## src/rtl/morse_pkg.sv

```systemverilog
// -----------------------------------------------------------------------------
// morse_pkg
// Shared types and constants for the Morse keyer: FSM state encoding, element
// and gap durations in units, ASCII landmarks, the lookup-result struct and a
// helper that derives a character's total duration from its pattern.
// -----------------------------------------------------------------------------
package morse_pkg;

    typedef enum logic [2:0] {
        IDLE,
        MARK,
        GAP,
        TAIL,
        BAD
    } state_t;

    // Durations in Morse units
    localparam int DOT_UNITS  = 1;
    localparam int DASH_UNITS = 3;
    localparam int EGAP_UNITS = 1;   // gap between elements of one character
    localparam int CGAP_UNITS = 3;   // trailer after the last element
    localparam int WGAP_UNITS = 4;   // space character; adds to trailer for 7

    // ASCII landmarks
    localparam logic [6:0] ASCII_SPACE   = 7'h20;
    localparam logic [6:0] ASCII_UPPER_A = 7'h41;
    localparam logic [6:0] ASCII_LOWER_A = 7'h61;
    localparam logic [6:0] ASCII_LOWER_Z = 7'h7A;
    localparam logic [6:0] ASCII_ZERO    = 7'h30;
    localparam logic [6:0] CASE_OFFSET   = 7'h20;

    // Lookup result. pat[i] is element i (i=0 sent first): 1=dash, 0=dot.
    // len==0 with valid=1 denotes the space character.
    typedef struct packed {
        logic       valid;
        logic [2:0] len;
        logic [4:0] pat;
        logic [4:0] units;
    } morse_code_t;

    // Total units of a character: marks + inter-element gaps + trailer.
    // A zero-length pattern is the word space.
    function automatic logic [4:0] char_units_calc(input logic [2:0] len,
                                                   input logic [4:0] pat);
        int total;
        total = 0;
        if (len == 3'd0) begin
            total = WGAP_UNITS;
        end else begin
            for (int i = 0; i < 5; i++) begin
                if (i < int'(len)) begin
                    total += pat[i] ? DASH_UNITS : DOT_UNITS;
                end
            end
            total += (int'(len) - 1) * EGAP_UNITS + CGAP_UNITS;
        end
        return 5'(total);
    endfunction

endpackage

```

## src/rtl/morse_keyer_if.sv

```systemverilog
// -----------------------------------------------------------------------------
// morse_keyer_if
// Character handshake between the character source and the keyer.
//   char_in    : ASCII code, sampled on accept
//   char_valid : source has a character
//   char_ready : keyer can take a character this cycle
// Accept = char_valid & char_ready at a rising clock edge.
// -----------------------------------------------------------------------------
interface morse_keyer_if;

    logic [6:0] char_in;
    logic       char_valid;
    logic       char_ready;

    modport master (
        output char_in,
        output char_valid,
        input  char_ready
    );

    modport slave (
        input  char_in,
        input  char_valid,
        output char_ready
    );

endinterface

```

## src/rtl/morse_rom.sv

```systemverilog
// -----------------------------------------------------------------------------
// morse_rom
// Combinational ASCII -> Morse lookup.
//   ascii : 7-bit ASCII code
//   code  : {valid, len, pat, units}; units is 0 for unsupported characters
// Supports A-Z, 0-9 and space; lowercase folds to uppercase when FOLD_CASE=1.
// Pattern literals read right-to-left in send order (bit 0 is sent first).
// -----------------------------------------------------------------------------
module morse_rom
    import morse_pkg::*;
#(
    parameter bit FOLD_CASE = 1'b1
) (
    input  logic [6:0]  ascii,
    output morse_code_t code
);

    logic [6:0] folded;
    logic       valid;
    logic [2:0] len;
    logic [4:0] pat;

    always_comb begin
        folded = ascii;
        if (FOLD_CASE && (ascii >= ASCII_LOWER_A) && (ascii <= ASCII_LOWER_Z)) begin
            folded = ascii - CASE_OFFSET;
        end

        valid = 1'b1;
        len   = 3'd0;
        pat   = 5'b00000;
        case (folded)
            ASCII_SPACE: begin len = 3'd0; pat = 5'b00000; end
            7'h41: begin len = 3'd2; pat = 5'b00010; end  // A .-
            7'h42: begin len = 3'd4; pat = 5'b00001; end  // B -...
            7'h43: begin len = 3'd4; pat = 5'b00101; end  // C -.-.
            7'h44: begin len = 3'd3; pat = 5'b00001; end  // D -..
            7'h45: begin len = 3'd1; pat = 5'b00000; end  // E .
            7'h46: begin len = 3'd4; pat = 5'b00100; end  // F ..-.
            7'h47: begin len = 3'd3; pat = 5'b00011; end  // G --.
            7'h48: begin len = 3'd4; pat = 5'b00000; end  // H ....
            7'h49: begin len = 3'd2; pat = 5'b00000; end  // I ..
            7'h4A: begin len = 3'd4; pat = 5'b01110; end  // J .---
            7'h4B: begin len = 3'd3; pat = 5'b00101; end  // K -.-
            7'h4C: begin len = 3'd4; pat = 5'b00010; end  // L .-..
            7'h4D: begin len = 3'd2; pat = 5'b00011; end  // M --
            7'h4E: begin len = 3'd2; pat = 5'b00001; end  // N -.
            7'h4F: begin len = 3'd3; pat = 5'b00111; end  // O ---
            7'h50: begin len = 3'd4; pat = 5'b00110; end  // P .--.
            7'h51: begin len = 3'd4; pat = 5'b01011; end  // Q --.-
            7'h52: begin len = 3'd3; pat = 5'b00010; end  // R .-.
            7'h53: begin len = 3'd3; pat = 5'b00000; end  // S ...
            7'h54: begin len = 3'd1; pat = 5'b00001; end  // T -
            7'h55: begin len = 3'd3; pat = 5'b00100; end  // U ..-
            7'h56: begin len = 3'd4; pat = 5'b01000; end  // V ...-
            7'h57: begin len = 3'd3; pat = 5'b00110; end  // W .--
            7'h58: begin len = 3'd4; pat = 5'b01001; end  // X -..-
            7'h59: begin len = 3'd4; pat = 5'b01101; end  // Y -.--
            7'h5A: begin len = 3'd4; pat = 5'b00011; end  // Z --..
            7'h30: begin len = 3'd5; pat = 5'b11111; end  // 0 -----
            7'h31: begin len = 3'd5; pat = 5'b11110; end  // 1 .----
            7'h32: begin len = 3'd5; pat = 5'b11100; end  // 2 ..---
            7'h33: begin len = 3'd5; pat = 5'b11000; end  // 3 ...--
            7'h34: begin len = 3'd5; pat = 5'b10000; end  // 4 ....-
            7'h35: begin len = 3'd5; pat = 5'b00000; end  // 5 .....
            7'h36: begin len = 3'd5; pat = 5'b00001; end  // 6 -....
            7'h37: begin len = 3'd5; pat = 5'b00011; end  // 7 --...
            7'h38: begin len = 3'd5; pat = 5'b00111; end  // 8 ---..
            7'h39: begin len = 3'd5; pat = 5'b01111; end  // 9 ----.
            default: valid = 1'b0;
        endcase

        code.valid = valid;
        code.len   = len;
        code.pat   = pat;
        code.units = valid ? char_units_calc(len, pat) : 5'd0;
    end

endmodule

```

## src/rtl/morse_keyer.sv

```systemverilog
// -----------------------------------------------------------------------------
// morse_keyer
// Character-serial Morse keyer with unit-exact timing.
//   clk        : system clock, rising edge
//   rst_n      : asynchronous active-low reset
//   chan       : character handshake (slave side: char_in/char_valid in,
//                char_ready out)
//   abort      : synchronous cancel of the character in progress
//   key_out    : registered key line, 1 = tone on
//   busy       : ~char_ready
//   char_units : total units of the last accepted character, latched on accept
//   bad_char   : one-cycle pulse after accepting an unsupported character
// Parameters: UNIT_CYCLES (clocks per unit, >=1), FOLD_CASE (lowercase folding).
// -----------------------------------------------------------------------------
module morse_keyer
    import morse_pkg::*;
#(
    parameter int UNIT_CYCLES = 5_000_000,
    parameter bit FOLD_CASE   = 1'b1
) (
    input  logic          clk,
    input  logic          rst_n,
    morse_keyer_if.slave  chan,
    input  logic          abort,
    output logic          key_out,
    output logic          busy,
    output logic [4:0]    char_units,
    output logic          bad_char
);

    localparam int            TW         = (UNIT_CYCLES > 1) ? $clog2(UNIT_CYCLES) : 1;
    localparam logic [TW-1:0] TIMER_LAST = TW'(UNIT_CYCLES - 1);

    // Unit counter holds "units remaining minus one" for the current state
    localparam logic [1:0] DOT_CNT  = 2'(DOT_UNITS - 1);
    localparam logic [1:0] DASH_CNT = 2'(DASH_UNITS - 1);
    localparam logic [1:0] EGAP_CNT = 2'(EGAP_UNITS - 1);
    localparam logic [1:0] CGAP_CNT = 2'(CGAP_UNITS - 1);
    localparam logic [1:0] WGAP_CNT = 2'(WGAP_UNITS - 1);

    morse_code_t   rom_code;

    state_t        state_reg,  state_next;
    logic [TW-1:0] timer_reg,  timer_next;
    logic [1:0]    cnt_reg,    cnt_next;
    logic [2:0]    elem_reg,   elem_next;
    logic [2:0]    len_reg,    len_next;
    logic [4:0]    pat_reg,    pat_next;
    logic [4:0]    units_reg,  units_next;
    logic          key_reg,    key_next;
    logic          bad_reg,    bad_next;

    logic          tick;
    logic          last_unit;
    logic          ready;
    logic          accept;
    logic [7:0]    pat_ext;
    logic [2:0]    elem_inc;

    morse_rom #(
        .FOLD_CASE (FOLD_CASE)
    ) u_rom (
        .ascii (chan.char_in),
        .code  (rom_code)
    );

    assign tick      = (timer_reg == TIMER_LAST);
    assign last_unit = tick && (cnt_reg == 2'd0);
    assign pat_ext   = {3'b000, pat_reg};
    assign elem_inc  = elem_reg + 3'd1;

    // Ready looks ahead into the final cycle of a character (and the single
    // BAD cycle) so the next character is accepted on the very edge the
    // current one finishes: back-to-back characters have no dead cycles.
    // An abort in those cycles wins, so ready is withheld then.
    assign ready  = (state_reg == IDLE) ||
                    (!abort && ((state_reg == BAD) ||
                                ((state_reg == TAIL) && last_unit)));
    assign accept = chan.char_valid && ready;

    always_comb begin
        state_next = state_reg;
        timer_next = timer_reg;
        cnt_next   = cnt_reg;
        elem_next  = elem_reg;
        len_next   = len_reg;
        pat_next   = pat_reg;
        units_next = units_reg;

        if (accept) begin
            timer_next = '0;
            len_next   = rom_code.len;
            pat_next   = rom_code.pat;
            units_next = rom_code.units;
            elem_next  = 3'd0;
            if (!rom_code.valid) begin
                state_next = BAD;
                cnt_next   = 2'd0;
            end else if (rom_code.len == 3'd0) begin
                state_next = TAIL;
                cnt_next   = WGAP_CNT;
            end else begin
                state_next = MARK;
                cnt_next   = rom_code.pat[0] ? DASH_CNT : DOT_CNT;
            end
        end else if ((state_reg != IDLE) && abort) begin
            state_next = IDLE;
            timer_next = '0;
            cnt_next   = 2'd0;
            elem_next  = 3'd0;
        end else begin
            case (state_reg)
                IDLE: begin
                    timer_next = '0;
                end
                MARK: begin
                    timer_next = tick ? '0 : timer_reg + TW'(1);
                    if (tick) begin
                        if (cnt_reg != 2'd0) begin
                            cnt_next = cnt_reg - 2'd1;
                        end else if (elem_inc == len_reg) begin
                            state_next = TAIL;
                            cnt_next   = CGAP_CNT;
                        end else begin
                            state_next = GAP;
                            cnt_next   = EGAP_CNT;
                        end
                    end
                end
                GAP: begin
                    timer_next = tick ? '0 : timer_reg + TW'(1);
                    if (tick) begin
                        if (cnt_reg != 2'd0) begin
                            cnt_next = cnt_reg - 2'd1;
                        end else begin
                            state_next = MARK;
                            elem_next  = elem_inc;
                            cnt_next   = pat_ext[elem_inc] ? DASH_CNT : DOT_CNT;
                        end
                    end
                end
                TAIL: begin
                    timer_next = tick ? '0 : timer_reg + TW'(1);
                    if (tick) begin
                        if (cnt_reg != 2'd0) begin
                            cnt_next = cnt_reg - 2'd1;
                        end else begin
                            state_next = IDLE;
                        end
                    end
                end
                BAD: begin
                    state_next = IDLE;
                    timer_next = '0;
                end
                default: begin
                    state_next = IDLE;
                    timer_next = '0;
                end
            endcase
        end

        // Outputs are registered from the next state so they change on the
        // same edge as the state itself.
        key_next = (state_next == MARK);
        bad_next = (state_next == BAD);
    end

    always_ff @(posedge clk or negedge rst_n) begin
        if (!rst_n) begin
            state_reg <= IDLE;
            timer_reg <= '0;
            cnt_reg   <= 2'd0;
            elem_reg  <= 3'd0;
            len_reg   <= 3'd0;
            pat_reg   <= 5'd0;
            units_reg <= 5'd0;
            key_reg   <= 1'b0;
            bad_reg   <= 1'b0;
        end else begin
            state_reg <= state_next;
            timer_reg <= timer_next;
            cnt_reg   <= cnt_next;
            elem_reg  <= elem_next;
            len_reg   <= len_next;
            pat_reg   <= pat_next;
            units_reg <= units_next;
            key_reg   <= key_next;
            bad_reg   <= bad_next;
        end
    end

    assign chan.char_ready = ready;
    assign busy            = ~ready;
    assign key_out         = key_reg;
    assign char_units      = units_reg;
    assign bad_char        = bad_reg;

endmodule

```

## src/flat_wrapper.sv

```systemverilog
// flat-port wrapper written by rule: the top's interface ports become plain ports
module morse_keyer_flat import morse_pkg::*;
#(
    parameter int UNIT_CYCLES = 5_000_000,
    parameter bit FOLD_CASE   = 1'b1
)
  (clk, rst_n, abort, key_out, busy, char_units, bad_char, chan_char_in, chan_char_valid, chan_char_ready);
  morse_keyer_if chan_i ();
  input  logic clk;
  input  logic rst_n;
  input  logic abort;
  output logic key_out;
  output logic busy;
  output logic [4:0] char_units;
  output logic bad_char;
  input wire logic [$bits(chan_i.char_in)-1:0] chan_char_in;
  input wire logic [$bits(chan_i.char_valid)-1:0] chan_char_valid;
  output wire logic [$bits(chan_i.char_ready)-1:0] chan_char_ready;
  assign chan_i.char_in = chan_char_in;
  assign chan_i.char_valid = chan_char_valid;
  assign chan_char_ready = chan_i.char_ready;
  morse_keyer #(.UNIT_CYCLES(UNIT_CYCLES), .FOLD_CASE(FOLD_CASE)) u_core (.clk(clk), .rst_n(rst_n), .chan(chan_i), .abort(abort), .key_out(key_out), .busy(busy), .char_units(char_units), .bad_char(bad_char));
endmodule
```

## config.mk

```make
export PLATFORM = sky130hd
export DESIGN_NAME = morse_keyer_flat
export DESIGN_NICKNAME = d
export VERILOG_FILES = /design/src/rtl/morse_pkg.sv /design/src/rtl/morse_keyer_if.sv /design/src/rtl/morse_rom.sv /design/src/rtl/morse_keyer.sv /design/src/flat_wrapper.sv
export SDC_FILE = /design/constraint.sdc
export NUM_CORES = 1
export LEC_CHECK = 0
export CELL_PAD_IN_SITES_DETAIL_PLACEMENT = 1
export CELL_PAD_IN_SITES_GLOBAL_PLACEMENT = 2
export CORE_MARGIN = 2
export CORE_UTILIZATION = 43
export CTS_BUF_LIST = sky130_fd_sc_hd__clkbuf_4
export CTS_CLUSTER_DIAMETER = 150
export DETAILED_ROUTE_END_ITERATION = 8
export PLACE_DENSITY_LB_ADDON = 0.08
export SYNTH_ARGS = -nofsm -noshare
export SYNTH_HDL_FRONTEND = slang
export SYNTH_HIERARCHICAL = 1
export SYNTH_SLANG_ARGS = --single-unit
```

## constraint.sdc

```tcl
create_clock -name clk -period 4.8 [get_ports clk]
set_input_delay 0.96 -clock clk [delete_from_list [all_inputs] [get_ports clk]]
set_output_delay 0.96 -clock clk [all_outputs]
set_load 0.01 [all_outputs]
```

; ---- After elaboration in Yosys (flattened, before gate mapping)
; Cells that the tools add are included.
[op_classes]
addsub = 11
order_cmp = 8
n_eq_ne = 50
n_mux = 58
n_bitwise = 1
n_reduce_logical = 33
[op_table]
columns = cell, n
row1 = "7-bit equality test, second input constant", 26
row2 = 23-bit 2-to-1 mux, 4
row3 = 5-bit one-hot mux with 18 select lines, 1
row4 = "7-bit by 6-bit equality test with 1-bit output, second input constant", 11
row5 = 5-bit 2-to-1 mux, 11
row6 = 3-bit 2-to-1 mux, 14
row7 = 2-bit 2-to-1 mux, 20
row8 = 37-bit OR reduction, 1
row9 = "23-bit by 1-bit adder with 23-bit output, second input constant", 1
row10 = "23-bit equality test, second input constant", 1
row11 = 5-bit by 3-bit adder with 5-bit output, 4
row12 = 3-bit one-hot mux with 5 select lines, 1
row13 = 3-bit one-hot mux with 4 select lines, 1
row14 = 12-bit OR reduction, 1
row15 = 10-bit OR reduction, 1
row16 = 2-bit OR reduction, 5
row17 = 3-bit nonzero test, 3
row18 = "4-bit by 1-bit != test with 1-bit output, second input constant", 2
row19 = 4-bit OR reduction, 2
row20 = 8-bit OR reduction, 1
row21 = "7-bit >= comparator, second input constant", 1
row22 = "7-bit <= comparator, second input constant", 1
row23 = 7-bit 2-to-1 mux, 1
row24 = "7-bit by 6-bit subtractor with 7-bit output, second input constant", 1
row25 = other kinds (31), 46
[word_totals]
reg_bits = 46
input_bits = 11
output_inout_bits = 9
word_cells = 170

; ---- Logic depth before layout (Yosys ltp)
; Gate-level depths: netlist of the first run.
[depth]
ltp_word = 24
depth_mapped = 33
ltp_nobuf = 31

; ---- Cells and area by module
; The synthesis of the first run kept the hierarchy.
[by_module_without_submodules]
columns = mod, instances, cells_per_inst, area_each_um2
row1 = morse_keyer, 1, 251, 2575.0
row2 = morse_rom, 1, 236, 1655.3

; ---- Least setup slack after synthesis of the first run
; Ideal clock, no wire load.
[synth_timing]
path_kind = input-to-reg
start = input port chan_char_in[3]
end = register u_core.units_reg[4] (netlist: u_core/char_units[4])
setup_ns = 0.064
arrival_time_ns = 8.328
setup_slack_ns = -3.592
path_stages = 30
path_buffers = 1
cell_sequence = buf_6 -> or4_4 -> or2_2 -> o2111a_1 -> nor2_1 -> o22ai_1 -> a22oi_1 -> nor3_1 -> a2111oi_0 -> fa_1 -> mux2i_1 -> fa_1 -> mux2_2 -> fa_1 -> a22o_1 -> a21o_1 -> fa_1 -> nand2_2 -> xor2_1 -> xnor2_1 -> ha_1 -> ha_1 -> a21o_1 -> a21oi_1 -> xnor2_1 -> xnor2_1 -> nand3_1 -> or3_1 -> o211ai_2 -> mux2_2
[synth_rtl]
columns = element, line
row1 = "start, declared", flat_wrapper.sv:16  ; input wire logic [$bits(chan_i.char_in)-1:0] chan_char_in;
row2 = "end signal, assigned", morse_keyer.sv:187  ; units_reg <= units_next;
row3 = "end, declared", morse_keyer.sv:49  ; logic [4:0] units_reg, units_next;

==> load_flow_metrics.sql, run 1 <==
INSERT INTO impl_metrics (metric_group, metric, value, unit) VALUES
('finish', 'fill_count', '1186', ''),
('clock_tree', 'cts.path.max_buffers', '2', ''),
('grt', 'antenna_found_initial', '0', ''),
('setup_path', 'worstPathMaxFanout', '4', ''),
('pwr', 'power.clock.fraction', '12.0', '%'),
('setup_path', 'setup.worst_path.start_class', 'input port', ''),
('setup_path', 'worst_setup_path_end_kind', 'flip-flop', ''),
('finish', 'final_common_cell', 'sky130_fd_sc_hd__buf_4', ''),
('clock_tree', 'worst_setup_hold_path_clk_slew', '0.14', 'ns'),
('synthesis', 'ys_dominant_reg_cell', 'sky130_fd_sc_hd__dfrtp_1', ''),
('timing', 'fin_tns_setup', '-10.66', 'ns'),
('finish', 'multi_input_combinational_cell_area', '3010', 'sq um'),
('clock_tree', 'cts_tree', 'yes', ''),
('setup_path', 'required', '5.06', 'ns'),
('setup_path', 'ff2ff_path_depth', '5', ''),
('setup_path', 'critical_path.n_buffers_inverters', '5', ''),
('floorplanning', 'die_width', '103', 'um'),
('pwr', 'combinational_fraction_of_design_power', '56.6', '%'),
('setup_path', 'library_cell_contributing_the_largest_single_delay_on_the_critical_path', 'sky130_fd_sc_hd__or4_4', ''),
('pwr', 'p_int', '948', 'uW'),
('floorplanning', 'dieHeight', '103', 'um'),
('drt', 'wl', '13700', 'um'),
('synthesis', 'synth_seq_area_share', '27.2', '%'),
('setup_path', 'timing.reg2reg.setup_slack', '1.95', 'ns'),
('finish', 'layout.area.seq', '1150', 'sq um'),
('pwr', 'proportion_of_power_drawn_by_flip_flops_and_latches', '31.4', '%'),
('setup_path', 'crit_start', 'chan_char_in[3]', ''),
('clock_tree', 'clock_insertion_delay_worst_skew', '0.36', 'ns'),
('floorplanning', 'ioPinCount', '20', ''),
('pwr', 'worst_ir_drop_vdd', '0.171', 'mV'),
('status', 'violations', 'negative setup slack', ''),
('synthesis', 'synth_top_cell_by_area', 'sky130_fd_sc_hd__dfrtp_1', ''),
('finish', 'layout-drive-gt1-share', '34.1', '%'),
('place', 'port_buffers', '19', ''),
('clock_tree', 'htreeDepth', '2', ''),
('hold_path', 'hold_class', 'reg -> reg', ''),
('timing', 'timing_hold_violations_final', '0', ''),
('setup_path', 'timing.rr.end', 'u_core/cnt_reg[0]', ''),
('synthesis', 'synth_area_leaders', 'sky130_fd_sc_hd__dfrtp_1, sky130_fd_sc_hd__ha_1, sky130_fd_sc_hd__xnor2_1, sky130_fd_sc_hd__nor2_1, sky130_fd_sc_hd__mux2_2', ''),
('synthesis', 'synth-edff-count', '0', ''),
('setup_path', 'regToRegStartpoint', 'u_core/timer_reg[12]', ''),
('status', 'status', 'finished with violations', ''),
('grt', 'grt_pass1_wl', '21400', 'um'),
('place', 'dp_hpwl', '10200', 'um'),
('drt', 'route.detailed.wl_per_inst', '18.7', 'um'),
('timing', 'setup_viol_count_final', '4', ''),
('setup_path', 'worstSetupPathType', 'in -> reg', ''),
('finish', 'layout.cells.most_common_list', 'sky130_fd_sc_hd__buf_4, sky130_fd_sc_hd__nor2_1, sky130_fd_sc_hd__dfrtp_1', ''),
('setup_path', 'category_of_cells_accounting_for_the_largest_share_of_critical_path_delay', 'adder cells', ''),
('synthesis', 'top_cell_type_s_share_of_synthesized_area', '27.2', '%'),
('timing', 'final_clock_period_utilization_by_the_worst_path', '167', '%'),
('run', 'timing.max_cap.violations', '0', ''),
('timing', 'report.final.slew_viol_count', '0', ''),
('timing', 'layout_setup_ws', '-3.19', 'ns'),
('finish', 'insertedDiodeCount', '0', ''),
('drt', 'vias', '4118', ''),
('place', 'routabilityCongestion', '0.933', ''),
('synthesis', 'syn_inst_count', '487', ''),
('grt', 'grt_pass1_vias', '4231', ''),
('synthesis', 'yosysWarningCount', '6', ''),
('pwr', 'design_power_total', '1570', 'uW'),
('finish', 'final_nets', '632', ''),
('drt', 'first_drt_iteration_drcs', '150', ''),
('drt', 'final_antenna_net_count', '0', ''),
('grt', 'overflow', '0', ''),
('timing', 'final.min_clock_period', '7.99', 'ns'),
('grt', 'grt_start_max_net_pins', '47', ''),
('floorplanning', 'core_region_area', '9640', 'sq um'),
('finish', 'area_overhead_of_the_layout_relative_to_synthesis', '30.9', '%'),
('timing', 'timing_worst_slew_pin_value', '1.05', 'ns'),
('clock_tree', 'cts.root.buffer_cell', 'sky130_fd_sc_hd__clkbuf_4', '');
## worst min-delay path by stage
stage	startpoint	to	slack [ns]	cells after the start
final	u_core/pat_reg[0]	u_core/pat_reg[0]	0.53	1
after detailed placement	u_core/char_units[2]	u_core/char_units[2]	0.50	1
after floorplan	u_core/timer_reg[0]	u_core/timer_reg[0]	0.47	1
after global placement	u_core/pat_reg[0]	u_core/pat_reg[0]	0.49	1
after global routing	u_core/char_units[2]	u_core/char_units[2]	0.56	1
after CTS	u_core/pat_reg[0]	u_core/pat_reg[0]	0.53	1
## synthesized netlist by cell type, types with 6 or more instances
cell type / instances
sky130_fd_sc_hd__o22ai_1: 6
sky130_fd_sc_hd__dfrtp_1: 46
sky130_fd_sc_hd__a31oi_1: 6
sky130_fd_sc_hd__nand3_1: 16
sky130_fd_sc_hd__mux2i_1: 6
sky130_fd_sc_hd__xnor2_1: 22
sky130_fd_sc_hd__buf_2: 6
sky130_fd_sc_hd__nand2_1: 31
sky130_fd_sc_hd__nor2b_1: 10
sky130_fd_sc_hd__nor4_1: 6
sky130_fd_sc_hd__xor2_1: 14
sky130_fd_sc_hd__ha_1: 18
sky130_fd_sc_hd__mux2_2: 13
sky130_fd_sc_hd__o21ai_0: 14
sky130_fd_sc_hd__nand4_1: 11
sky130_fd_sc_hd__nor2_1: 49
sky130_fd_sc_hd__inv_1: 28
sky130_fd_sc_hd__mux2_4: 6
sky130_fd_sc_hd__a21oi_1: 22
sky130_fd_sc_hd__nor3_1: 14
sky130_fd_sc_hd__clkbuf_1: 14
sky130_fd_sc_hd__o211ai_1: 8
sky130_fd_sc_hd__nand2b_1: 11
## cells by family after synthesis
family	Yosys count	share of synthesized area, %
xor+xnor	37	7.99
mux	26	7.34
fa+ha+maj	23	7.69
simple gates	193	25.9
compound gates	106	17.8
buf+inv	56	6.12
flops	46	27.2
## metal layers
layer  up-vias  track usage (%)  wire (um)
met4         0             6.78        251
met2        64             46.9       7310
met1      2041             32.3       5870
li1       1991                -          -
met3        22             2.15        268
met5         -                0          0
## final cells by class
cell class / instances / share of cell area, %
sequential: 46 / 20.8
timing repair buffer: 132 / 18.9
clock buffer: 5 / 0.678
clock inverter: 3 / 0.384
inverter: 28 / 1.94
tap: 133 / 3.00
multi-input combinational: 385 / 54.3
## what timing repair did
item	in CTS	in global routing
gates cloned	0	0
setup buffers	7	7
pin swaps	29	21
resized for setup	30	19
setup endpoints to repair	5	5
## metrics by stage
step / worst slack, ns / utilization (%) / instance area (sq um) / hold slack, ns / std cells
finish: -3.19 / 57.5 / 5540 / 0.531 / 732
global route: -3.40 / 57.5 / 5540 / 0.557 / 732
CTS: -3.04 / 56.0 / 5400 / 0.535 / 726
detailed placement: -3.75 / 54.7 / 5270 / 0.503 / 711
global placement: -3.39 / 54.7 / 5270 / 0.491 / 711
floorplan: -2.98 / - / 4330 / 0.475 / 487
## power groups by stage
stage	sequential (uW)	clock (uW)	combinational [uW]
floorplan	479	0	498
global route	502	215	970
global placement	496	0	730
finish	493	188	890
CTS	492	195	809
detailed placement	499	0	772
No activity file was read; power rests on OpenSTA's default activity.
==> run 2, diff against run 1 <==
--- a/config.mk
+++ b/config.mk
@@ -8,7 +8,7 @@
 export CELL_PAD_IN_SITES_DETAIL_PLACEMENT = 1
 export CELL_PAD_IN_SITES_GLOBAL_PLACEMENT = 2
 export CORE_MARGIN = 2
-export CORE_UTILIZATION = 43
+export CORE_UTILIZATION = 36
 export CTS_BUF_LIST = sky130_fd_sc_hd__clkbuf_4
 export CTS_CLUSTER_DIAMETER = 150
 export DETAILED_ROUTE_END_ITERATION = 8
==> constraint.sdc (replaced) <==
create_clock -name clk -period 6.7 [get_ports clk]
set_input_delay 1.34 -clock clk [delete_from_list [all_inputs] [get_ports clk]]
set_output_delay 1.34 -clock clk [all_outputs]
set_load 0.01 [all_outputs]
==> run 2 against run 1 <==
Against the previous run: register-to-register slack improved by 2.0 ns; global-route usage is 4.0 points lower; the flow still finishes with violations (negative setup slack); sequential share of layout area hardly changed; critical endpoint unchanged; combinational power shrank 33%.
==> load_flow_metrics.sql, run 2 (synthesis results as in run 1) <==
INSERT INTO impl_metrics (metric_group, metric, value, unit) VALUES
('status', 'status', 'finished with violations', ''),
('status', 'violations', 'negative setup slack', ''),
('finish', 'multi_input_combinational_cell_area', '3020', 'sq um'),
('clock_tree', 'clock_insertion_delay_worst_skew', '0.38', 'ns'),
('finish', 'layout-drive-gt1-share', '34.3', '%'),
('pwr', 'switching_power', '424', 'uW'),
('finish', 'largest_register_ff_count', '23', ''),
('floorplanning', 'die_width', '112', 'um'),
('place', 'dp_hpwl', '10100', 'um'),
('pwr', 'p_int', '658', 'uW'),
('hold_path', 'min_to', 'u_core/pat_reg[1]', ''),
('timing', 'setup_viol_count_final', '4', ''),
('floorplanning', 'dieArea', '12600', 'sq um'),
('clock_tree', 'worst_setup_hold_path_clk_slew', '0.13', 'ns'),
('grt', 'grt_start_max_net_pins', '47', ''),
('place', 'routabilityCongestion', '0.851', ''),
('floorplanning', 'core_region_area', '11500', 'sq um'),
('drt', 'first_drt_iteration_drcs', '180', ''),
('drt', 'wl', '13100', 'um'),
('drt', 'final_antenna_net_count', '0', ''),
('floorplanning', 'start_util', '36.9', '%'),
('pwr', 'power_density', '195', 'nW/um^2'),
('place', 'port_buffers', '19', ''),
('finish', 'finish.utilization', '48.3', '%'),
('pwr', 'proportion_of_power_drawn_by_flip_flops_and_latches', '32.5', '%'),
('finish', 'final_nets', '630', ''),
('clock_tree', 'cts_tree', 'yes', ''),
('timing', 'layout_setup_ws', '-1.52', 'ns'),
('setup_path', 'worst_setup_path_end_kind', 'flip-flop', ''),
('grt', 'grt_pass1_vias', '4407', ''),
('finish', 'layout.area.seq', '1150', 'sq um'),
('drt', 'vias', '4093', ''),
('run', 'timing.max_cap.violations', '0', ''),
('hold_path', 'number_of_cells_traversed_by_the_worst_hold_path', '1', ''),
('grt', 'antenna_found_initial', '0', ''),
('hold_path', 'hold_class', 'reg -> reg', ''),
('floorplanning', 'dieHeight', '112', 'um'),
('timing', 'fin_tns_setup', '-3.89', 'ns'),
('grt', 'overflow', '0', ''),
('setup_path', 'max_stage_delay', '0.56', 'ns'),
('hold_path', 'hold_wc_startpoint', 'u_core/pat_reg[1]', ''),
('timing', 'clock.fmax', '122', 'MHz'),
('pwr', 'p_leak', '0.00235', 'uW'),
('clock_tree', 'cts.root.buffer_cell', 'sky130_fd_sc_hd__clkbuf_4', ''),
('setup_path', 'timing.critical_path.mode_cell', 'sky130_fd_sc_hd__fa_1', ''),
('finish', 'area_overhead_of_the_layout_relative_to_synthesis', '31.0', '%'),
('setup_path', 'setup.worst_path.start_class', 'input port', ''),
('pwr', 'sw_frac_of_total', '39.2', '%'),
('grt', 'grt_pass1_wl', '22300', 'um'),
('setup_path', 'timing.reg2reg.setup_slack', '3.90', 'ns'),
('finish', 'fill_count', '1357', ''),
('timing', 'timing_hold_violations_final', '0', ''),
('floorplanning', 'row_count', '39', ''),
('place', 'number_of_placed_instances_with_taps_included', '716', ''),
('drt', 'vias_per_cell', '5.53', ''),
('floorplanning', 'ioPinCount', '20', ''),
('finish', 'final_common_cell', 'sky130_fd_sc_hd__buf_4', ''),
('setup_path', 'critical_path_arrival', '8.55', 'ns'),
('clock_tree', 'cts_sinks', '46', ''),
('clock_tree', 'htreeDepth', '2', ''),
('clock_tree', 'cts_hold_repair.buffers', '0', ''),
('setup_path', 'worstPathMaxFanout', '3', ''),
('clock_tree', 'number_of_buffers_added_by_the_clock_tree_synthesis_step', '5', ''),
('drt', 'route.detailed.wl_per_inst', '17.7', 'um'),
('timing', 'rsz0062_at_grt', 'true', ''),
('pwr', 'combinational_fraction_of_design_power', '54.9', '%'),
('timing', 'timing_worst_slew_pin_value', '1.04', 'ns'),
('timing', 'report.final.slew_viol_count', '0', ''),
('pwr', 'design_power_total', '1080', 'uW'),
('pwr', 'worst_ir_drop_vdd', '0.143', 'mV'),
('finish', 'insertedDiodeCount', '0', ''),
('drt', 'drtPass1Iterations', '4', ''),
('timing', 'slew_headroom', '30.5', '%'),
('setup_path', 'regToRegStartpoint', 'u_core/timer_reg[12]', ''),
('setup_path', 'timing.rr.end', 'u_core/len_reg[2]', ''),
('timing', 'final_clock_period_utilization_by_the_worst_path', '123', '%'),
('timing', 'worst_clock_skew', '0.0124', 'ns'),
('setup_path', 'required', '7.03', 'ns'),
('clock_tree', 'cts.path.max_buffers', '2', ''),
('timing', 'final.min_clock_period', '8.22', 'ns'),
('pwr', 'power.clock.fraction', '12.6', '%'),
('setup_path', 'worstSetupPathType', 'in -> reg', ''),
('drt', 'remaining_drc_errors', '0', ''),
('grt', 'grt_use_total', '21.6', '%'),
('finish', 'final-instance-count-excl-fill', '740', ''),
('setup_path', 'ff2ff_path_depth', '4', ''),
('setup_path', 'library_cell_contributing_the_largest_single_delay_on_the_critical_path', 'sky130_fd_sc_hd__or4_4', ''),
('finish', 'layout.cells.most_common_list', 'sky130_fd_sc_hd__buf_4, sky130_fd_sc_hd__nor2_1, sky130_fd_sc_hd__dfrtp_1', '');
==> run 2: cell count changes in the layout (fill, tap and decap cells not counted), sizes merged <==
cell	previous run	this run
buf	118	116
==> run 2: worst max path at each step <==
stage                    startpoint                   end  slack (ns)  cells after the start
CTS                 chan_char_in[2]  u_core/char_units[4]       -1.43                     30
finish              chan_char_in[4]  u_core/char_units[4]       -1.52                     30
global placement    chan_char_in[4]  u_core/char_units[4]       -1.96                     32
floorplan           chan_char_in[3]  u_core/char_units[4]       -1.46                     29
detailed placement  chan_char_in[4]  u_core/char_units[4]       -2.16                     32
global route        chan_char_in[4]  u_core/char_units[4]       -1.77                     30
==> run 2: area by class of cell <==
cell class / instances / share of cell area, %
Multi-Input combinational cell: 385 / 54.5
Clock inverter: 3 / 0.384
Inverter: 28 / 1.90
Clock buffer: 5 / 0.677
Tap cell: 143 / 3.23
Sequential cell: 46 / 20.8
Timing Repair Buffer: 130 / 18.5
==> run 2: what timing repair did <==
| action | in CTS | in global routing |
|---|---|---|
| pin swaps | 26 | 28 |
| endpoints found under the setup margin | 4 | 4 |
| buffers inserted | 10 | 6 |
| resized for setup | 38 | 10 |
==> run 2: power groups by stage <==
stage	logic, uW	registers [uW]	clock network, uW
after global placement	535	356	0
after CTS	578	353	145
final	594	352	136
after detailed placement	550	358	0
after floorplan	357	343	0
after global routing	658	360	155
==> run 2: per-stage QoR <==
| step | setup WS, ns | hold WS (ns) | area (sq um) |
|---|---|---|---|
| after global routing | -1.77 | 0.557 | 5540 |
| after CTS | -1.43 | 0.530 | 5450 |
| final | -1.52 | 0.523 | 5540 |
| after detailed placement | -2.16 | 0.500 | 5250 |
| after floorplan | -1.46 | 0.475 | 4330 |
| after global placement | -1.96 | 0.491 | 5250 |
==> run 2: critical path: cells and delay by family <==
kind / cells / cell delay (ns)
AO/OA/AOI/OAI: 9 / 1.64
XOR/XNOR: 3 / 0.46
AND/OR/NAND/NOR: 5 / 1.54
multiplexers: 4 / 0.99
buffers and inverters: 3 / 0.40
adder cells (fa/ha/maj): 6 / 2.18
==> run 2: metal layers <==
layer | up-vias | track usage, % | part of all wire (%)
li1 | 1984 | - | -
met1 | 2021 | 26.6 | 43
met2 | 60 | 38.8 | 51
met3 | 28 | 1.89 | 1.8
met4 | 0 | 8.94 | 3.4
met5 | - | 0 | 0
==> run 3, diff against run 2 <==
--- a/config.mk
+++ b/config.mk
@@ -5,13 +5,15 @@
 export SDC_FILE = /design/constraint.sdc
 export NUM_CORES = 1
 export LEC_CHECK = 0
+export ABC_AREA = 1
 export CELL_PAD_IN_SITES_DETAIL_PLACEMENT = 1
 export CELL_PAD_IN_SITES_GLOBAL_PLACEMENT = 2
 export CORE_MARGIN = 2
-export CORE_UTILIZATION = 36
+export CORE_UTILIZATION = 32
 export CTS_BUF_LIST = sky130_fd_sc_hd__clkbuf_4
 export CTS_CLUSTER_DIAMETER = 150
 export DETAILED_ROUTE_END_ITERATION = 8
+export GPL_ROUTABILITY_DRIVEN = 0
 export PLACE_DENSITY_LB_ADDON = 0.08
 export SYNTH_ARGS = -nofsm -noshare
 export SYNTH_HDL_FRONTEND = slang
==> run 3 against run 2 <==
Against the previous run: the flow still finishes with violations (negative setup slack); sequential share of layout area shrank 1.9 points; register-to-register slack gained 0.19 ns; global-route usage shrank 1.3 points; cell count grew 27%; core utilization shrank 0.66 points; first-iteration DRC count grew 1.1%; combinational power grew 39%; count of clock-buffer cells in the layout is the same; setup slack gained 0.91 ns; die area grew 12%; synthesized cell count grew 28%; via count grew 11%; largest cell class unchanged; largest power group unchanged.
==> load_flow_metrics.sql, run 3 <==
INSERT INTO impl_metrics (metric_group, metric, value, unit) VALUES
('status', 'status', 'finished with violations', ''),
('status', 'violations', 'negative setup slack', ''),
('setup_path', 'required', '7.00', 'ns'),
('setup_path', 'worst_setup_path_end_kind', 'flip-flop', ''),
('place', 'dp_hpwl', '10900', 'um'),
('pwr', 'power.clock.fraction', '10.3', '%'),
('synthesis', 'synth_fa_ha_area_share', '7.70', '%'),
('timing', 'final_clock_period_utilization_by_the_worst_path', '109', '%'),
('drt', 'vias_per_cell', '4.84', ''),
('clock_tree', 'number_of_buffers_added_by_the_clock_tree_synthesis_step', '5', ''),
('pwr', 'combinational_fraction_of_design_power', '62.5', '%'),
('timing', 'setup_viol_count_final', '3', ''),
('finish', 'final_nets', '797', ''),
('grt', 'grt_pass1_wl', '23500', 'um'),
('pwr', 'worst_ir_drop_vdd', '0.107', 'mV'),
('synthesis', 'synth_top_cell_by_area', 'sky130_fd_sc_hd__dfrtp_1', ''),
('finish', 'layout.area.seq', '1150', 'sq um'),
('pwr', 'power_density', '217', 'nW/um^2'),
('timing', 'hold_worst_slack', '0.512', 'ns'),
('place', 'dpl_cell_area', '5350', 'sq um'),
('finish', 'area_overhead_of_the_layout_relative_to_synthesis', '44.1', '%'),
('drt', 'vias', '4538', ''),
('synthesis', 'async_flop_share', '100', '%'),
('timing', 'fin_tns_setup', '-1.51', 'ns'),
('synthesis', 'ys_dominant_reg_cell', 'sky130_fd_sc_hd__dfrtp_1', ''),
('hold_path', 'number_of_cells_traversed_by_the_worst_hold_path', '2', ''),
('floorplanning', 'dieHeight', '119', 'um'),
('synthesis', 'synth_seq_area_share', '27.2', '%'),
('timing', 'layout_setup_ws', '-0.617', 'ns'),
('grt', 'grt_use_total', '20.3', '%'),
('pwr', 'sw_frac_of_total', '45.0', '%'),
('setup_path', 'ff2ff_path_depth', '10', ''),
('clock_tree', 'cts_hold_repair.buffers', '0', ''),
('pwr', 'switching_power', '595', 'uW'),
('setup_path', 'worstSetupPathType', 'in -> reg', ''),
('floorplanning', 'row_count', '41', ''),
('hold_path', 'hold_wc_startpoint', 'u_core/char_units[1]', ''),
('clock_tree', 'cts_tree', 'yes', ''),
('synthesis', 'synth-xor-area-share', '4.56', '%'),
('synthesis', 'synth.net_count', '659', ''),
('finish', 'layout-drive-gt1-share', '35.9', '%'),
('clock_tree', 'clock_insertion_delay_worst_skew', '0.37', 'ns'),
('synthesis', 'synth.avg_cell_area', '6.76', 'sq um'),
('synthesis', 'synth_area_leaders', 'sky130_fd_sc_hd__dfrtp_1, sky130_fd_sc_hd__nand2_1, sky130_fd_sc_hd__inv_1, sky130_fd_sc_hd__nor2_1, sky130_fd_sc_hd__ha_1', ''),
('place', 'port_buffers', '19', ''),
('synthesis', 'synth-edff-count', '0', ''),
('timing', 'clock.fmax', '137', 'MHz'),
('finish', 'layout.cells.most_common_list', 'sky130_fd_sc_hd__nand2_1, sky130_fd_sc_hd__buf_4, sky130_fd_sc_hd__inv_1', ''),
('synthesis', 'synth_area', '4230', 'sq um'),
('setup_path', 'library_cell_contributing_the_largest_single_delay_on_the_critical_path', 'sky130_fd_sc_hd__fa_1', ''),
('setup_path', 'worstPathMaxFanout', '5', ''),
('clock_tree', 'cts.root.buffer_cell', 'sky130_fd_sc_hd__clkbuf_4', ''),
('synthesis', 'yosysWarningCount', '6', ''),
('hold_path', 'hold_class', 'reg -> reg', ''),
('pwr', 'p_int', '727', 'uW'),
('drt', 'remaining_drc_errors', '0', ''),
('grt', 'overflow', '0', ''),
('finish', 'postLayoutCellArea', '6090', 'sq um'),
('setup_path', 'timing.reg2reg.setup_slack', '4.09', 'ns'),
('floorplanning', 'die_width', '119', 'um'),
('finish', 'multi_input_combinational_cell_area', '3090', 'sq um'),
('timing', 'report.final.slew_viol_count', '0', ''),
('synthesis', 'main_combinational_cell_family_by_area_after_synthesis', 'simple AND/OR/NAND/NOR gates', ''),
('synthesis', 'synth-simple-area-share', '39.4', '%'),
('finish', 'final_common_cell', 'sky130_fd_sc_hd__nand2_1', ''),
('timing', 'slew_headroom', '31.7', '%'),
('setup_path', 'critical_path_arrival', '7.61', 'ns'),
('setup_path', 'regToRegStartpoint', 'u_core/timer_reg[0]', ''),
('drt', 'final_antenna_net_count', '0', ''),
('synthesis', 'yosys.cell_types.count', '46', ''),
('setup_path', 'max_stage_delay', '0.49', 'ns'),
('run', 'timing.max_cap.violations', '0', ''),
('synthesis', 'most_repeated_cell_in_the_gate_level_netlist_after_synthesis', 'sky130_fd_sc_hd__nand2_1', ''),
('floorplanning', 'core_region_area', '12800', 'sq um'),
('clock_tree', 'worst_setup_hold_path_clk_slew', '0.14', 'ns'),
('drt', 'first_drt_iteration_drcs', '182', ''),
('clock_tree', 'cts_sinks', '46', ''),
('setup_path', 'timing.rr.end', 'u_core/timer_reg[2]', ''),
('synthesis', 'synthesized_area_fraction_occupied_by_ao_oa_aoi_and_oai_cells', '9.71', '%'),
('clock_tree', 'htreeDepth', '2', ''),
('grt', 'grt_start_max_net_pins', '47', ''),
('finish', 'finish.utilization', '47.7', '%'),
('timing', 'rsz0062_at_grt', 'true', ''),
('timing', 'timing_hold_violations_final', '0', ''),
('setup_path', 'critical_path.n_buffers_inverters', '10', ''),
('pwr', 'proportion_of_power_drawn_by_flip_flops_and_latches', '27.2', '%'),
('pwr', 'p_leak', '0.00288', 'uW'),
('synthesis', 'syn_inst_count', '625', ''),
('synthesis', 'synth_commonest_cells', 'sky130_fd_sc_hd__nand2_1, sky130_fd_sc_hd__inv_1, sky130_fd_sc_hd__nor2_1', ''),
('drt', 'wl', '14600', 'um'),
('timing', 'worst_clock_skew', '0.0128', 'ns'),
('finish', 'largest_register_ff_count', '23', ''),
('hold_path', 'min_to', 'u_core/char_units[1]', ''),
('synthesis', 'synth.ff_latch_count', '46', ''),
('drt', 'route.detailed.wl_per_inst', '15.6', 'um'),
('setup_path', 'setup.worst_path.start_class', 'input port', ''),
('floorplanning', 'dieArea', '14100', 'sq um'),
('finish', 'fill_count', '1621', ''),
('timing', 'final.min_clock_period', '7.32', 'ns'),
('drt', 'drtPass1Iterations', '4', ''),
('setup_path', 'timing.critical_path.mode_cell', 'sky130_fd_sc_hd__inv_2', ''),
('synthesis', 'top_cell_type_s_share_of_synthesized_area', '27.2', '%'),
('synthesis', 'synth.area.mux_share', '0', '%'),
('floorplanning', 'start_util', '33.1', '%'),
('grt', 'antenna_found_initial', '1', ''),
('setup_path', 'category_of_cells_accounting_for_the_largest_share_of_critical_path_delay', 'adder cells', ''),
('timing', 'timing_worst_slew_pin_value', '1.02', 'ns'),
('clock_tree', 'cts.path.max_buffers', '2', ''),
('grt', 'grt_pass1_vias', '4771', ''),
('floorplanning', 'ioPinCount', '20', '');
[run 3: per-stage QoR]
step / cells / setup slack [ns] / total power (uW)
6_report: 937 / -0.617 / 1320
5_1_grt: 937 / -0.903 / 1440
4_1_cts: 919 / -0.609 / 1260
3_5_place_dp: 895 / -1.54 / 1060
3_3_place_gp: 895 / -1.23 / 1040
2_1_floorplan: 625 / -0.505 / 825
[run 3: worst register-to-register path: stages, from the launching register on]
cell,delay (ns)
sky130_fd_sc_hd__dfrtp_1,0.45
sky130_fd_sc_hd__ha_1,0.24
sky130_fd_sc_hd__nand2_1,0.10
sky130_fd_sc_hd__nor2_2,0.06
sky130_fd_sc_hd__nand2_1,0.06
sky130_fd_sc_hd__nor2_1,0.06
sky130_fd_sc_hd__nand4_1,0.09
sky130_fd_sc_hd__nand2_2,0.11
sky130_fd_sc_hd__a21oi_2,0.22
sky130_fd_sc_hd__nand3_1,0.73
sky130_fd_sc_hd__nor3_1,0.38
[run 3: what timing repair did]
action / 4_1_cts / 5_1_grt
pin swaps: 49 / 55
gates resized for setup: 107 / 40
setup buffers: 16 / 18
endpoints found under the setup margin: 4 / 4
[run 3: worst max-delay path by stage]
stage,from,slack (ns),cells after the start,endpoint
2_1_floorplan,chan_char_in[3],-0.50,41,u_core/char_units[4]
3_3_place_gp,chan_char_in[2],-1.23,41,u_core/char_units[4]
3_5_place_dp,chan_char_in[2],-1.54,47,u_core/char_units[4]
4_1_cts,chan_char_in[6],-0.61,43,u_core/char_units[4]
5_1_grt,chan_char_in[3],-0.90,49,u_core/char_units[4]
6_report,chan_char_in[3],-0.62,41,u_core/char_units[4]
[run 3: area by class of cell]
| type | instances | area share [%] |
|---|---|---|
| antenna | 1 | 0.0411 |
| clock buffer | 5 | 0.616 |
| clock inverter | 3 | 0.267 |
| inverter | 108 | 6.90 |
| multi-input combinational | 461 | 50.7 |
| sequential | 46 | 18.9 |
| tap | 172 | 3.53 |
| timing repair buffer | 141 | 19.0 |
[run 3: cell families after synthesis]
group,Yosys count
flops,46
simple gates,350
fa+ha+maj,23
compound gates,66
xor+xnor,22
buf+inv,118
[run 3: routing by layer]
metal	vias up	GRT usage, %	routed length (um)
li1	2267	-	-
met1	2209	25.7	6580
met2	47	37.4	7610
met3	15	1.68	246
met4	0	4.24	190
met5	-	0	0
[run 3: power groups by stage]
stage	logic [uW]	clock network, uW	registers, uW
after floorplan	464	0	362
after global placement	680	0	363
after detailed placement	697	0	366
after CTS	749	147	360
after global routing	921	156	366
final	826	136	360
